## src/rtl/dco_tdc_model_decode.sv

```systemverilog
`timescale 1fs/1fs
// Thermometer-matrix capacitor bank: whole rows (rall) count W units each,
// partially enabled rows count one unit per enabled column.
module cap_bank_decode #(
  parameter int W  = 16,
  parameter int CW = 9
) (
  input  logic [W-1:0]  rall,
  input  logic [W-1:0]  row,
  input  logic [W-1:0]  col,
  output logic [CW-1:0] units
);
  assign units = CW'(W * $countones(rall) + $countones(row & ~rall) * $countones(col));
endmodule

```

## config.mk

```make
export PLATFORM = sky130hd
export DESIGN_NAME = cap_bank_decode
export DESIGN_NICKNAME = d
export VERILOG_FILES = /design/src/rtl/dco_tdc_model_decode.sv
export SDC_FILE = /design/constraint.sdc
export NUM_CORES = 1
export LEC_CHECK = 0
export CAP_MARGIN = 10
export CORE_ASPECT_RATIO = 2
export CORE_MARGIN = 5
export CORE_UTILIZATION = 48
export DETAILED_ROUTE_END_ITERATION = 16
export PLACE_DENSITY = 0.92
export SLEW_MARGIN = 5
export SYNTH_ARGS = -nofsm -noshare
export SYNTH_HDL_FRONTEND = slang
export SYNTH_SLANG_ARGS = --single-unit
```

## constraint.sdc

```tcl
create_clock -name vclk -period 17
set_clock_uncertainty 0.2 [all_clocks]
set_input_delay 3.4 -clock vclk [all_inputs]
set_output_delay 3.4 -clock vclk [all_outputs]
set_load 0.02 [all_outputs]
```

Word-level counts from Yosys, hierarchy flattened:

Index checks and enable logic that the tools add are counted.

* output and inout port bits: 9
* word-level logic and storage cells: 49
* register bits: 0

* bitwise logic cells: 2
* multipliers: 1
* add/subtract/negate cells: 46

Operators by type and width (count)
* $add A1 B1 Y2: 24
* $add A2 B2 Y3: 12
* $add A3 B3 Y4: 6
* $and A16 B16 Y16: 1
* $not A16 Y16: 1
* $add A4 B4 Y5: 3
* $add A9 B9 Y9: 1
* $mul A5 B5 Y9: 1

Logic depth before layout (Yosys ltp):

* depth in word-level cells: 8
* depth in mapped cells: 26
* gate-level depth less buffers: 26

Least setup slack after synthesis:

OpenSTA, ideal clock, no wires.

* path kind: input -> output
* start point: input port rall[0]
* end point: output port units[8]
* path buffers: 0
* stages on the path: 19
* arrival time: 9.573 ns
* slack: 3.827 ns
* required time: 13.400 ns
* cells stage by stage: nand2b_1 fa_1 fa_1 inv_1 fa_1 fa_1 ha_1 fa_1 xnor2_1 or2_2 fa_1 fa_1 fa_1 inv_1 ha_1 a211oi_1 o21bai_1 a21oi_1 xnor3_1

* longest elaborated chain between the ends: 8
* elaborated cells between the ends (all ways): 12

Ends and longest elaborated chain
* start: declaration: line 8 `input logic [W-1:0] rall,`
* $not A16 Y16: line 13 `assign units = CW'(W * $countones(rall) + $countones(row & ~rall) * $countones(col));`
* $and A16 B16 Y16: line 13
* $add A1 B1 Y2 (implied by the code): line 13
* $add A2 B2 Y3 (implied by the code): line 13
* $add A3 B3 Y4 (implied by the code): line 13
* $add A4 B4 Y5 (implied by the code): line 13
* $mul A5 B5 Y9: line 13
* $add A9 B9 Y9 *: line 13
* end: declaration: line 11 `output logic [CW-1:0] units`

Mark *: on every way between the ends. The rest lies on a longest branch, timed or not.

Worst setup path in the final report:

Same ends and word-level chain as after synthesis.

==> metrics <==
area taken by flip-flops and latches=0 um^2; Tcrit/Tclk final=0.841; setup repair bufs after CTS=0; RSZ-0062 raised after global routing=no; Post-CTS Hold Buffers=0; Detailed Route Iter0 Violations=19; DRC=0; # clk buffers=0; vias in the first global route=1,889; GRT overflow=0; diode count=0; syn nets=344; # IOs=57; CORE AREA=4050 um^2; TritonRoute pass-1 iters=4; fin crit period=14.29 ns; worst setup path category=input pin to primary output; antenna violations before repair=0; # fillers=354; Worst-Margin Slew=0.416 ns; relative slew slack=0.721; yosys warns=0; Die W=55.3 um; routed wire length=3820 um; sequential-to-total area share from yosys stat=0; Starting Density=0.487; Worst Hold End=units[0]; GRT Total Usage=0.153; largest net degree at the start of global routing=6; crit-path max FO=5; hold wc startpoint=col[2]; detail-routed via count per cell=4.75; Hold Crit Class=input pin to primary output; PortBufs=57; fin nets=403; Final Hold Viols=0; crit end category=primary output; total of max-cap violations=0; Syn Std Cell Area=1970 um^2; maximum clock rate=0.0700 GHz; hold path cells=5; Mapped Cells=223; via count=1,577; endpoints failing setup=0; Die Ht=101 um; post-route ant nets=0; gp weighted congestion=0.905; # rows=33; cts repair resizes=0; layout cells sized above 1=0.0107; Worst setup SP type=input pin; status=finished, final reports clean; Avg Cell Area, Syn=8.84 um^2; Seq cells=0; Die ar.=5570 um^2; first-pass GRT wire length=7100 um; Synth cell types=17; DP HPWL=3750 um; pins over their slew limit=0; Worst EP arrival=10.69 ns; WP data required=13.40 ns; area delta synth->final=32.2%; drt wl/cell=11.5 um; Final TNS setup=0 ns
==> cells in the mapped netlist <==
cell | number | area share
nor2_1 | 20 | 0.038
xnor3_1 | 1 | 0.011
ha_1 | 30 | 0.19
o21bai_1 | 1 | 0.0038
xnor2_1 | 9 | 0.040
a21oi_1 | 7 | 0.018
or2_2 | 3 | 0.0095
nand3_1 | 2 | 0.0051
a211oi_1 | 1 | 0.0038
nor2b_1 | 10 | 0.032
a21o_1 | 7 | 0.027
nand2b_1 | 6 | 0.019
fa_1 | 43 | 0.44
inv_1 | 76 | 0.14
nand2_1 | 3 | 0.0057
o21ai_0 | 1 | 0.0025
xor2_1 | 3 | 0.013
==> layout by cell type (no fill, tap or decap), types with 3 or more instances in the layout <==
cell	synthesis	layout
inv_1	76	76
clkdlybuf4s50_1	0	57
fa_1	43	43
ha_1	30	30
nor2_1	20	20
nor2b_1	10	10
xnor2_1	9	9
a21o_1	7	7
a21oi_1	7	7
nand2b_1	6	6
xor2_1	3	3
nand2_1	3	3
or2_2	3	3
==> how the worst max path moves through the flow <==
stage                    end  startpoint  slack (ns)  cells past startpoint
floorplan           units[8]     rall[0]        3.83                     19
global placement    units[8]     rall[0]        2.77                     21
detailed placement  units[8]     rall[0]        2.66                     21
CTS                 units[8]     rall[0]        2.65                     21
global route        units[8]     rall[0]        2.37                     21
finish              units[8]     rall[0]        2.71                     21
==> worst max-delay path, stage by stage <==
cell and delay, ns:
clkdlybuf4s50_1 0.44, nand2b_1 0.19, fa_1 0.51, fa_1 0.55
inv_1 0.06, fa_1 0.51, fa_1 0.49, ha_1 0.24
fa_1 0.40, xnor2_1 0.21, or2_2 0.33, fa_1 0.47
fa_1 0.52, fa_1 0.60, inv_1 0.06, ha_1 0.30
a211oi_1 0.24, o21bai_1 0.10, a21oi_1 0.14, xnor3_1 0.39
clkdlybuf4s50_1 0.54
==> metal layers <==
| layer | vias to the layer above | global-route usage | wire length (um) | part of all wire |
|---|---|---|---|---|
| met1 | 762 | 0.128 | 1100 | 0.29 |
| met3 | 4 | 0.0167 | 221 | 0.058 |
| li1 | 762 | - | - | - |
| met2 | 49 | 0.363 | 2470 | 0.65 |
| met5 | - | 0 | 0 | 0 |
| met4 | 0 | 0.0112 | 30 | 0.0079 |
==> stage by stage <==
stage / utilization / hold slack, ns / setup slack, ns / std cells / area, um^2
global placement: 0.644 / 7.99 / 2.77 / 332 / 2610
CTS: 0.644 / 8.01 / 2.65 / 332 / 2610
detailed placement: 0.644 / 8.01 / 2.66 / 332 / 2610
floorplan: - / 7.01 / 3.83 / 223 / 1970
global route: 0.644 / 8.06 / 2.37 / 332 / 2610
finish: 0.644 / 8.01 / 2.71 / 332 / 2610
==> cell families after synthesis <==
group	share of synthesized area
buf+inv	0.145
fa+ha+maj	0.627
simple gates	0.109
compound gates	0.0546
xor+xnor	0.0647
==> cell type report <==
cell class	instances	area (um^2)	share of cell area
Inverter	76	285	0.109
Multi-Input combinational cell	147	1690	0.647
Tap cell	52	65.1	0.0250
Timing Repair Buffer	57	571	0.219
Power is not shown: default switching activity piles up to over one toggle a cycle in this logic, so the estimate is an artifact.
